**src/rtl/jtframe_rom_nslot_cache.sv**
```systemverilog
// Shares one SDRAM read bank among up to four ROM slots, each holding a one-word hit cache.
// A fixed-priority or round-robin arbiter keeps a single read outstanding at a time.
module jtframe_rom_nslot_cache #(
  parameter int          SLOTS        = 2,
  parameter int          SLOT0_DW     = 8,
  parameter int          SLOT1_DW     = 8,
  parameter int          SLOT2_DW     = 8,
  parameter int          SLOT3_DW     = 8,
  parameter int          SLOT0_AW     = 16,
  parameter int          SLOT1_AW     = 16,
  parameter int          SLOT2_AW     = 16,
  parameter int          SLOT3_AW     = 16,
  parameter logic [21:0] SLOT0_OFFSET = 22'h0,
  parameter logic [21:0] SLOT1_OFFSET = 22'h0,
  parameter logic [21:0] SLOT2_OFFSET = 22'h0,
  parameter logic [21:0] SLOT3_OFFSET = 22'h0,
  parameter int          RR           = 0
) (
  input  logic                clk,
  input  logic                rst_n,
  input  logic                flush,
  input  logic                slot0_cs,
  input  logic [SLOT0_AW-1:0] slot0_addr,
  output logic [SLOT0_DW-1:0] slot0_dout,
  output logic                slot0_ok,
  input  logic                slot1_cs,
  input  logic [SLOT1_AW-1:0] slot1_addr,
  output logic [SLOT1_DW-1:0] slot1_dout,
  output logic                slot1_ok,
  input  logic                slot2_cs,
  input  logic [SLOT2_AW-1:0] slot2_addr,
  output logic [SLOT2_DW-1:0] slot2_dout,
  output logic                slot2_ok,
  input  logic                slot3_cs,
  input  logic [SLOT3_AW-1:0] slot3_addr,
  output logic [SLOT3_DW-1:0] slot3_dout,
  output logic                slot3_ok,
  output logic [21:0]         sdram_addr,
  output logic                sdram_req,
  input  logic                sdram_ack,
  input  logic                data_dst,
  input  logic                data_rdy,
  input  logic [15:0]         data_read
);

  typedef enum logic [1:0] {IDLE, REQ, WAIT} state_t;

  localparam int          DW [4]  = '{SLOT0_DW, SLOT1_DW, SLOT2_DW, SLOT3_DW};
  localparam logic [21:0] OFS [4] = '{SLOT0_OFFSET, SLOT1_OFFSET, SLOT2_OFFSET, SLOT3_OFFSET};
  localparam logic [3:0]  EN      = 4'((1 << SLOTS) - 1);

  state_t      r_state, w_next;
  logic [31:0] w_araw  [4];
  logic [21:0] w_waddr [4];
  logic [31:0] w_dout  [4];
  logic [21:0] r_tag   [4];
  logic [31:0] r_data  [4];
  logic [3:0]  w_cs, w_hit, w_miss, r_valid;
  logic [1:0]  r_slot, w_win;
  logic        w_found;
  int          w_idx;
  logic [31:0] r_buf, w_fill;
  logic        r_cnt;
  logic [21:0] r_addr;
  logic        r_req;

  assign w_araw[0] = 32'(slot0_addr);
  assign w_araw[1] = 32'(slot1_addr);
  assign w_araw[2] = 32'(slot2_addr);
  assign w_araw[3] = 32'(slot3_addr);
  assign w_cs      = {slot3_cs, slot2_cs, slot1_cs, slot0_cs};

  // Per-slot word address, hit test and data lane selection
  for (genvar n = 0; n < 4; n++) begin : g_slot
    assign w_waddr[n] = ((DW[n] == 8)  ? 22'(w_araw[n] >> 1) :
                         (DW[n] == 32) ? 22'(w_araw[n] << 1) :
                                         22'(w_araw[n])) + OFS[n];
    assign w_hit[n]   = EN[n] & w_cs[n] & r_valid[n] & (r_tag[n] == w_waddr[n]);
    assign w_dout[n]  = !EN[n]        ? 32'd0 :
                        (DW[n] == 8)  ? {24'd0, (w_araw[n][0] ? r_data[n][15:8] : r_data[n][7:0])} :
                        (DW[n] == 16) ? {16'd0, r_data[n][15:0]} :
                                        r_data[n];
  end

  assign w_miss     = EN & w_cs & ~w_hit;
  assign slot0_ok   = w_hit[0];
  assign slot1_ok   = w_hit[1];
  assign slot2_ok   = w_hit[2];
  assign slot3_ok   = w_hit[3];
  assign slot0_dout = w_dout[0][SLOT0_DW-1:0];
  assign slot1_dout = w_dout[1][SLOT1_DW-1:0];
  assign slot2_dout = w_dout[2][SLOT2_DW-1:0];
  assign slot3_dout = w_dout[3][SLOT3_DW-1:0];
  assign sdram_addr = r_addr;
  assign sdram_req  = r_req;

  // Round-robin search starts just after the slot served last
  always_comb begin
    w_found = 1'b0;
    w_win   = 2'd0;
    w_idx   = 0;
    for (int k = 0; k < 4; k++) begin
      if (k < SLOTS) begin
        w_idx = (RR != 0) ? int'(r_slot) + 1 + k : k;
        if (w_idx >= SLOTS) w_idx = w_idx - SLOTS;
        if (!w_found && w_miss[w_idx[1:0]]) begin
          w_found = 1'b1;
          w_win   = w_idx[1:0];
        end
      end
    end
  end

  always_comb begin
    w_fill = r_buf;
    if (data_dst) begin
      if (r_cnt) w_fill[31:16] = data_read;
      else       w_fill[15:0]  = data_read;
    end
  end

  always_comb begin
    w_next = r_state;
    case (r_state)
      IDLE:    if (w_found)   w_next = REQ;
      REQ:     if (sdram_ack) w_next = WAIT;
      WAIT:    if (data_rdy)  w_next = IDLE;
      default: w_next = IDLE;
    endcase
  end

  always_ff @(posedge clk or negedge rst_n) begin
    if (!rst_n) r_state <= IDLE;
    else        r_state <= w_next;
  end

  // A fill in the same cycle as flush re-validates its own slot after the clear
  always_ff @(posedge clk or negedge rst_n) begin
    if (!rst_n) begin
      r_valid <= 4'd0;
      r_slot  <= 2'd0;
      r_addr  <= 22'd0;
      r_req   <= 1'b0;
      r_cnt   <= 1'b0;
      r_buf   <= 32'd0;
      for (int n = 0; n < 4; n++) begin
        r_tag[n]  <= 22'd0;
        r_data[n] <= 32'd0;
      end
    end else begin
      if (flush) r_valid <= 4'd0;
      case (r_state)
        IDLE: if (w_found) begin
          r_slot <= w_win;
          r_addr <= w_waddr[w_win];
          r_req  <= 1'b1;
          r_cnt  <= 1'b0;
          r_buf  <= 32'd0;
        end
        REQ: if (sdram_ack) r_req <= 1'b0;
        WAIT: begin
          if (data_dst) begin
            r_buf <= w_fill;
            r_cnt <= 1'b1;
          end
          if (data_rdy) begin
            r_data[r_slot]  <= w_fill;
            r_tag[r_slot]   <= r_addr;
            r_valid[r_slot] <= 1'b1;
          end
        end
        default: ;
      endcase
    end
  end

endmodule

```
**config.mk**
```make
export PLATFORM = sky130hd
export DESIGN_NAME = jtframe_rom_nslot_cache
export DESIGN_NICKNAME = d
export VERILOG_FILES = /design/src/rtl/jtframe_rom_nslot_cache.sv
export SDC_FILE = /design/constraint.sdc
export NUM_CORES = 1
export LEC_CHECK = 0
export ABC_AREA = 1
export BUFFER_PORTS_ARGS = -buffer_cell sky130_fd_sc_hd__buf_2
export CAP_MARGIN = 20
export CORE_ASPECT_RATIO = 1.4
export CORE_MARGIN = 4
export CORE_UTILIZATION = 50
export DETAILED_ROUTE_END_ITERATION = 6
export PLACE_DENSITY = 0.77
export SLEW_MARGIN = 40
export SYNTH_ARGS = -nofsm -noshare
export SYNTH_HDL_FRONTEND = slang
export SYNTH_SLANG_ARGS = --single-unit
```
**constraint.sdc**
```tcl
create_clock -name clk -period 2.7 [get_ports clk]
set_input_delay 0.54 -clock clk [delete_from_list [all_inputs] [get_ports clk]]
set_output_delay 0.54 -clock clk [all_outputs]
set_load 0.03 [all_outputs]
```
==> key figures, run 1 <==
Power and ir drop
  • Leakage: 3.37 nW
  • Tot Pwr: 0.00629 W
  • Peak VDD IR: 0.613 mV
  • Pwr/cell area: 1040 mW/mm2

STA
  • Hold slack: 0.122 ns
  • Finish-stage setup viols: 0
  • Final worst-path cycle share: 86.4%
  • Final hold viol count: 0
  • Final Skew: 0.0111 ns
  • Max-slew headroom: 51.0%
  • Slew Limit Fails: 0
  • Fin crit period: 2.33 ns
  • Fmax: 429 MHz
  • Fin Setup TNS: 0 ns
  • Worst Max-Slew Pin Slew: 0.734 ns
  • RSZ-0062 raised after global routing: no

Synthesis
  • Yosys reg bits: 100
  • Register area share after synthesis: 47.1%
  • Post-synth EDFFs: 0
  • Yosys cell types: 26
  • Area contributors post-synth: dfrtp_1, nand2_1, o21ai_0
  • Synth top area share: 47.1%
  • Mapped Cells: 729
  • Yosys warns: 0
  • Ys async rst share: 100%
  • Area leader, netlist: dfrtp_1
  • Most used DFF post-synth: dfrtp_1
  • Most common library cells after synthesis: nand2_1, dfrtp_1, inv_1, o21ai_0, nand3_1
  • Synthesized cell area: 0.00532 mm2
  • Avg Inst Size Synth: 7.29 um2
  • Most common cell in the synthesized netlist: nand2_1

Global route
  • GRT Resource Usage Total: 23.6%
  • Vias in the first global route: 4,615
  • Global-route wire length before repair: 22,200 um
  • Antenna violations before repair: 0
  • Total gr overflow: 0
  • Pin count of the biggest net entering global routing: 70

Critical path
  • Startpoint types: register
  • R2R Setup Slk: 0.79 ns
  • Reg2Reg Depth: 6
  • Worst Path Buf+Inv: 2
  • Worst setup EP type: output pin
  • Launching point of the worst reg2reg path: r_state[1]
  • Worst Path Max Fanout: 2
  • Kind of critical path: register to output pin
  • Largest delay share family, worst path: simple AND/OR/NAND/NOR gates
  • Crit-path most repeated cell: nand2_1
  • CP required: 2.16 ns
  • CP cell instances: inv_1 > nand2_1 > nand2_1 > nor4_1 > nand2_1 > nor4_1 > buf_2
  • WP data arrival: 1.79 ns
  • Worst r2r dst: r_data[97]
  • Slowest CP cell: nor4_1
  • CP peak stage delay: 0.36 ns

Finish
  • Share of layout cells above drive strength 1: 14.6%
  • Ant diodes: 0
  • Non-filler cells, final: 951
  • Filler Cell Count: 977
  • Final Net Count: 898
  • Synthesis-to-finish area growth: 14.1%

CTS
  • CTS max path bufs: 2
  • Clock Latency Late Sink: 0.35 ns
  • TritonCTS clock tree: yes
  • # resized after CTS: 0
  • Number of H-tree levels: 3
  • Clk sink count: 100
  • Total CTS buffers: 9
  • Hold buffers post-CTS: 0
  • Clk slew on worst S/H paths: 0.07 ns
  • Clock Tree Root: clkbuf_16
  • Post-CTS setup buffers: 0

Detailed routing
  • Iteration count of the initial detailed-routing pass: 5
  • DR iter-0 viols: 250
  • Post-route ant nets: 0
  • Drt wl/cell: 14.7 um
  • Via count: 4,722
  • Total Wirelength: 14,000 um
  • Vias per inst: 4.97
  • # DRC: 0

Floorplanning
  • Die footprint: 0.0124 mm2
  • IO Pins: 149
  • Core area: 0.0104 mm2
  • Die W: 95.2 um
  • Initial Utilization: 51.1%
  • Cell Rows: 44
  • Die H: 130 um

Job
  • Max_cap viols: 0

Placement
  • Gp weighted congestion: 0.883
  • Port Buf Inserts: 89
  • HPWL after DPL: 10,600 um
  • Post-Place Cells: 935

Worst hold path
  • Worst hold-check path type: input pin to asynchronous set/reset pin

Outcome
  • Status: finished clean
==> flip-flops by register name, indices dropped and copies added, names as in the netlist, 2 cells and up <==
name / flops
r_buf: 16
r_data: 32
r_state: 2
r_tag: 30
r_valid: 2
sdram_addr: 15
==> through the flow <==
| stage | setup slack (ns) | cell area, um2 | utilization (%) |
|---|---|---|---|
| 2_1_floorplan | 0.174 | 5410 | - |
| 3_3_place_gp | 0.447 | 5770 | 55.5 |
| 3_5_place_dp | 0.464 | 5770 | 55.5 |
| 4_1_cts | 0.367 | 6070 | 58.3 |
| 5_1_grt | 0.186 | 6070 | 58.3 |
| 6_report | 0.367 | 6070 | 58.3 |
==> per-layer routing <==
| metal | vias up | GRT usage (%) | share of wire, % |
|---|---|---|---|
| met4 | 0 | 10.2 | 3.1 |
| met5 | - | 0 | 0 |
| met2 | 143 | 43.6 | 54 |
| met3 | 33 | 4.79 | 6.2 |
| met1 | 2176 | 25.8 | 37 |
| li1 | 2370 | - | - |
==> cell type report <==
type | count | area (um2) | share of cell area [%]
sequential | 100 | 2500 | 41.2
timing repair buffer | 95 | 518 | 8.54
tap | 138 | 173 | 2.85
clock buffer | 10 | 229 | 3.77
multi-input combinational | 510 | 2240 | 36.8
clock inverter | 6 | 65.1 | 1.07
inverter | 92 | 345 | 5.69
==> how the worst max path moves through the flow <==
stage / cells after the start / startpoint / endpoint / slack, ns
final: 7 / r_tag[45] / slot1_ok / 0.37
after global routing: 6 / r_tag[45] / slot1_ok / 0.19
after detailed placement: 7 / slot1_addr[9] / slot1_ok / 0.46
after CTS: 7 / r_tag[45] / slot1_ok / 0.37
after global placement: 7 / slot1_addr[9] / slot1_ok / 0.45
after floorplan: 5 / slot1_addr[9] / slot1_ok / 0.17
==> placed cells by master (no fill, tap or decap) <==
cell	synthesis	layout
a21oi_1	4	4
a21oi_2	1	1
and3_1	1	1
buf_12	0	2
buf_2	3	88
buf_4	28	5
bufinv_16	0	1
clkbuf_1	16	1
clkbuf_16	0	9
clkinv_2	0	2
clkinv_4	0	2
clkinvlp_4	0	1
conb_1	1	25
dfrtp_1	100	100
inv_1	91	90
inv_2	1	2
mux2i_1	12	12
nand2_1	280	280
nand2_2	2	2
nand2_4	3	3
nand3_1	46	46
nand4_1	7	7
nor2_1	41	41
nor3_1	1	1
nor3_4	1	1
nor4_1	4	4
o2111ai_1	1	1
o21ai_0	79	79
o21ai_1	1	1
or3_1	1	1
==> cells by family (layout without fill, tap and decap cells) <==
logic type,count (synthesis),count (layout),synth area share [%]
and+or+nand+nor,387,387,29.8
buffers and inverters,143,203,12.6
DFF,100,100,47.1
AOI/OAI and AO/OA,86,86,8.24
muxes,12,12,2.26
other,1,25,0.0705
==> where the power goes <==
group	total, W	internal [W]	leakage (nW)	switching [W]
registers	0.00256	0.00211	1.27	0.000454
clock network	0.00131	0.000720	0.142	0.000588
logic	0.00242	0.000730	1.96	0.00169
Power figures use the tool's default switching activity.
==> inputs of run 2 (changes only) <==
--- a/config.mk
+++ b/config.mk
@@ -5,14 +5,14 @@
 export SDC_FILE = /design/constraint.sdc
 export NUM_CORES = 1
 export LEC_CHECK = 0
-export ABC_AREA = 1
 export BUFFER_PORTS_ARGS = -buffer_cell sky130_fd_sc_hd__buf_2
 export CAP_MARGIN = 20
 export CORE_ASPECT_RATIO = 1.4
 export CORE_MARGIN = 4
 export CORE_UTILIZATION = 50
 export DETAILED_ROUTE_END_ITERATION = 6
-export PLACE_DENSITY = 0.77
+export PLACE_DENSITY = 0.78
+export SKIP_CTS_REPAIR_TIMING = 1
 export SLEW_MARGIN = 40
 export SYNTH_ARGS = -nofsm -noshare
 export SYNTH_HDL_FRONTEND = slang
==> run 2 against run 1 <==
Compared with the run above:
- first-iteration DRC count is 54% lower
- clock power up 5%
- core utilization increased by 2.4 points
- non-clock buffer count rose by 9
- die area decreased by 7.6%
- critical path type unchanged
- critical endpoint is now slot0_ok
- largest cell class unchanged
==> key figures, run 2 <==
Finish
  • Regs by FF count: r_data: 32 flops, r_tag: 30 flops, r_buf: 16 flops
  • Biggest register: r_data
  • Final core utilization: 60.8%
  • Ant diodes: 0
  • Synthesis-to-finish area growth: 18.3%
  • Commonest non-fill, non-tap cell in the layout: dfrtp_1
  • Max FFs per register: 32
  • Commonest cells after routing, fill and taps aside: dfrtp_1, buf_2, nand2_1
  • Share of layout cells above drive strength 1: 30.9%
  • Design area: 0.00578 mm2
  • Final Net Count: 651
  • Filler Cell Count: 804
  • Non-filler cells, final: 696

Floorplanning
  • IO Pins: 149
  • Die footprint: 0.0114 mm2
  • Cell Rows: 42
  • Initial Utilization: 51.3%
  • Core area: 0.00951 mm2
  • Die H: 125 um
  • Die W: 91.5 um

Critical path
  • CP required: 2.16 ns
  • CP cell instances: xor2_1 > or4_4 > nor4_4 > buf_2
  • Worst setup EP type: output pin
  • CP peak stage delay: 0.56 ns
  • Startpoint types: register
  • WP data arrival: 2.08 ns
  • Worst Path Buf+Inv: 1
  • Largest delay share family, worst path: simple AND/OR/NAND/NOR gates
  • Worst Path Max Fanout: 5
  • Kind of critical path: register to output pin
  • Slowest CP cell: or4_4

Synthesis
  • Most common cell in the synthesized netlist: dfrtp_1
  • Synthesized cell area: 0.00488 mm2
  • Synth top area share: 51.2%
  • Most used DFF post-synth: dfrtp_1
  • Area leader, netlist: dfrtp_1
  • Yosys warns: 0
  • Ys async rst share: 100%
  • Yosys cell types: 32
  • Area contributors post-synth: dfrtp_1, mux2_2, nand2_1
  • Yosys reg bits: 100
  • Mapped Cells: 472
  • Post-synth EDFFs: 0
  • Most common library cells after synthesis: dfrtp_1, nand2_1, mux2_2, a21oi_1, o21ai_0
  • Avg Inst Size Synth: 10.3 um2
  • Register area share after synthesis: 51.2%

Detailed routing
  • Post-route ant nets: 0
  • Iteration count of the initial detailed-routing pass: 4
  • Drt wl/cell: 16.8 um
  • Via count: 3,753
  • Vias per inst: 5.39
  • # DRC: 0
  • Total Wirelength: 11,700 um
  • DR iter-0 viols: 114

STA
  • Slew Limit Fails: 0
  • Hold slack: 0.243 ns
  • Fmax: 382 MHz
  • Worst Max-Slew Pin Slew: 0.780 ns
  • Fin crit period: 2.62 ns
  • Max-slew headroom: 48.0%
  • Final hold viol count: 0
  • Final Skew: 0.00902 ns
  • RSZ-0062 raised after global routing: no
  • Final worst-path cycle share: 97.0%
  • Finish-stage setup viols: 0

CTS
  • Clk slew on worst S/H paths: 0.07 ns
  • Clock Tree Root: clkbuf_16
  • Total CTS buffers: 9
  • Number of H-tree levels: 3
  • Clock Latency Late Sink: 0.35 ns
  • CTS max path bufs: 2
  • TritonCTS clock tree: yes
  • Clk sink count: 100

Worst hold path
  • Worst hold-check path type: input pin to asynchronous set/reset pin

Global route
  • Global Route met2 Usage: 37.7%
  • Met3 Usage GRT: 3.31%
  • GRT met1 Usage: 25.0%
  • GRT busiest layer: met2
  • Pin count of the biggest net entering global routing: 55
  • Total gr overflow: 0
  • Antenna violations before repair: 1
  • GRT Resource Usage Total: 21.2%
  • Global-route wire length before repair: 19,300 um
  • Vias in the first global route: 3,958

Job
  • Max_cap viols: 0

Placement
  • Post-Place Cells: 682
  • HPWL after DPL: 8410 um
  • Placed cell area: 0.00547 mm2
  • Port Buf Inserts: 89
  • Gp weighted congestion: 0.829

Outcome
  • Status: finished clean

Power and ir drop
  • Pwr/cell area: 1150 mW/mm2
  • Leakage: 2.70 nW
  • Peak VDD IR: 0.585 mV
## run 2: cell types whose count changed after synthesis, sizes merged, moves of 10 or more
cell	change
and2	+14
nor2	-19
a21oi	+31
xnor2	+12
mux2	+46
a22o	+15
nand3	-44
nor3	+13
nand2	-234
a211oi	+16
xor2	+18
inv	-71
o21ai	-51
mux2i	-10
## run 2: final cells by class
| class | instances | area, um2 | area share, % |
|---|---|---|---|
| flip-flops and latches | 100 | 2500 | 43.3 |
| multi-input cells | 325 | 2110 | 36.5 |
| clock buffers | 10 | 239 | 4.14 |
| clock inverters | 4 | 75.1 | 1.30 |
| repair buffers | 104 | 611 | 10.6 |
| well taps | 132 | 165 | 2.86 |
| inverters | 21 | 78.8 | 1.36 |
## run 2: path summary, 6_finish.rpt
path / endpoint / cells after the start / slack [ns] / from
min in group clk: r_valid[1] / 2 / 0.38 / flush
min reg2reg: r_data[77] / 2 / 0.47 / r_data[77]
min: r_data[101] / 1 / 0.24 / rst_n
max in group asynchronous: sdram_addr[3] / 2 / 1.77 / rst_n
max reg2reg: r_buf[13] / 7 / 0.51 / r_tag[80]
max: slot0_ok / 4 / 0.08 / r_tag[80]
## run 2: where the power goes
group / switching, W / internal [W] / total, W
clock network: 0.000552 / 0.000827 / 0.00138
logic: 0.00155 / 0.00106 / 0.00261
registers: 0.000463 / 0.00219 / 0.00266
## run 2: logic make-up (layout without fill, tap and decap cells)
kind of cell | after synthesis | count (layout) | share of synthesized area, %
mux | 48 | 48 | 11.0
buf+inv | 71 | 139 | 7.58
xor+xnor | 30 | 30 | 5.38
simple gates | 118 | 118 | 11.4
other cells | 1 | 25 | 0.0768
compound gates | 104 | 104 | 13.3
flops | 100 | 100 | 51.2
## run 2: per-layer routing
layer	wire (um)	share of wire (%)	vias up
li1	-	-	1759
met1	4600	39	1856
met2	6220	53	117
met3	629	5.4	19
met4	246	2.1	2
met5	13	0.11	-
## run 2: metrics by stage
stage          TNS [ns]  setup slack [ns]  total power [W]
6_report              0            0.0803          0.00665
5_1_grt               0            0.0444          0.00707
4_1_cts         -0.0575           -0.0575          0.00668
3_5_place_dp          0            0.0336          0.00529
3_3_place_gp          0            0.0354          0.00517
2_1_floorplan         0             0.138          0.00449
==> inputs of run 3 (changes only) <==
--- a/config.mk
+++ b/config.mk
@@ -12,6 +12,8 @@
 export CORE_UTILIZATION = 50
 export DETAILED_ROUTE_END_ITERATION = 6
 export PLACE_DENSITY = 0.78
+export RECOVER_POWER = 25
+export REMOVE_ABC_BUFFERS = 1
 export SKIP_CTS_REPAIR_TIMING = 1
 export SLEW_MARGIN = 40
 export SYNTH_ARGS = -nofsm -noshare
==> run 3 against run 2 <==
Compared with the run above:
- clock-buffer cell count increased by 2
- critical endpoint unchanged
- highest routed layer is now met4
- final cell count unchanged
- setup slack improved by 0.085 ns
==> key figures, run 3 (synthesized netlist as in run 2, its figures left out) <==
STA
  • RSZ-0062 raised after global routing: no
  • Fin crit period: 2.53 ns
  • Worst Max-Slew Pin Slew: 1.36 ns
  • Slew Limit Fails: 0
  • Hold slack: 0.399 ns
  • Final Skew: 0.00392 ns
  • Finish-stage setup viols: 0
  • Max-slew headroom: 9.46%
  • Final worst-path cycle share: 93.9%
  • Fmax: 395 MHz
  • Final hold viol count: 0

Critical path
  • Slowest CP cell: or4_4
  • CP required: 2.16 ns
  • Critical path origin: r_tag[80]
  • Kind of critical path: register to output pin
  • Launching point of the worst reg2reg path: r_tag[80]
  • Startpoint types: register
  • CP cell instances: xor2_1 > or4_4 > nor4_4 > buf_2
  • CP peak stage delay: 0.54 ns
  • WP data arrival: 1.99 ns
  • Worst setup EP type: output pin
  • Worst Path Max Fanout: 4

Global route
  • Global Route met2 Usage: 35.1%
  • Antenna violations before repair: 0
  • Vias in the first global route: 3,841
  • Global-route wire length before repair: 18,500 um
  • GRT met1 Usage: 24.8%
  • Pin count of the biggest net entering global routing: 55
  • Met3 Usage GRT: 3.55%
  • GRT Resource Usage Total: 20.3%
  • GRT busiest layer: met2
  • Total gr overflow: 0

CTS
  • CTS max path bufs: 2
  • Clk sink count: 100
  • Total CTS buffers: 9
  • Number of H-tree levels: 3
  • TritonCTS clock tree: yes
  • Clk slew on worst S/H paths: 0.06 ns
  • Clock Latency Late Sink: 0.34 ns
  • Clock Tree Root: clkbuf_16

Placement
  • Port Buf Inserts: 89
  • Post-Place Cells: 682
  • Gp weighted congestion: 0.803
  • HPWL after DPL: 8140 um

Finish
  • Filler Cell Count: 815
  • Commonest non-fill, non-tap cell in the layout: dfrtp_1
  • Non-filler cells, final: 696
  • Synthesis-to-finish area growth: 17.1%
  • Commonest cells after routing, fill and taps aside: dfrtp_1, buf_2, nand2_1
  • Share of layout cells above drive strength 1: 30.9%
  • Regs by FF count: r_data: 32 flops, r_tag: 30 flops, r_buf: 16 flops
  • Biggest register: r_data
  • Final Net Count: 651
  • Max FFs per register: 32
  • Ant diodes: 0

Detailed routing
  • Via count: 3,630
  • Vias per inst: 5.22
  • Drt wl/cell: 16.3 um
  • Iteration count of the initial detailed-routing pass: 4
  • DR iter-0 viols: 120
  • Total Wirelength: 11,400 um
  • # DRC: 0
  • Post-route ant nets: 0

Job
  • Max_cap viols: 0

Power and ir drop
  • Peak VDD IR: 0.549 mV
  • Pwr/cell area: 1140 mW/mm2
  • Tot Pwr: 0.00650 W
  • Leakage: 2.69 nW

Worst hold path
  • Worst hold-check path type: input pin to register
  • Min-delay src: flush

Floorplanning
  • Cell Rows: 42
  • Die W: 91.5 um
  • Die H: 125 um
  • Core area: 0.00951 mm2
  • IO Pins: 149
  • Initial Utilization: 51.3%
  • Die footprint: 0.0114 mm2

Outcome
  • Status: finished clean
[run 3: critical path: cells and delay by family, from the launching register on]
family	cells	cell delay (ns)
xor+xnor	1	0.14
flops	1	0.40
simple gates	2	0.84
buf+inv	1	0.27
[run 3: per-layer routing]
metal | share of wire (%) | up-vias
met1 | 41 | 1751
met4 | 1.8 | 0
met2 | 52 | 107
met3 | 5.1 | 17
li1 | - | 1755
met5 | 0 | -
[run 3: metrics by stage]
stage | utilization (%) | setup WS (ns) | cell area (um2) | TNS (ns)
detailed placement | 57.2 | 0.105 | 5450 | 0
floorplan | - | -0.443 | 4680 | -19.37
finish | 60.1 | 0.166 | 5720 | 0
CTS | 60.3 | 0.0284 | 5740 | 0
global placement | 57.2 | 0.121 | 5450 | 0
global route | 60.1 | 0.0498 | 5720 | 0
[run 3: cell type report]
class,instances,area [um2],share of cell area (%)
clock inverter,2,35.0,0.613
sequential,100,2500,43.8
multi-input combinational,325,2110,37.0
tap,132,165,2.89
timing repair buffer,104,568,9.93
inverter,21,78.8,1.38
clock buffer,12,256,4.48
[run 3: worst paths after layout]
| kind | to | slack, ns | cells past startpoint |
|---|---|---|---|
| max | slot0_ok | 0.17 | 4 |
| min | r_valid[0] | 0.40 | 2 |
| max reg2reg | sdram_addr[4] | 0.52 | 8 |
| min reg2reg | r_data[65] | 0.48 | 2 |
| max in group asynchronous | r_data[67] | 0.46 | 2 |
| min in group asynchronous | r_data[66] | 0.51 | 1 |
[run 3: where the power goes]
part	internal (W)	leakage (nW)	total, W	switching, W
logic	0.00105	1.32	0.00256	0.00151
clock network	0.000757	0.145	0.00127	0.000516
registers	0.00219	1.23	0.00266	0.000467
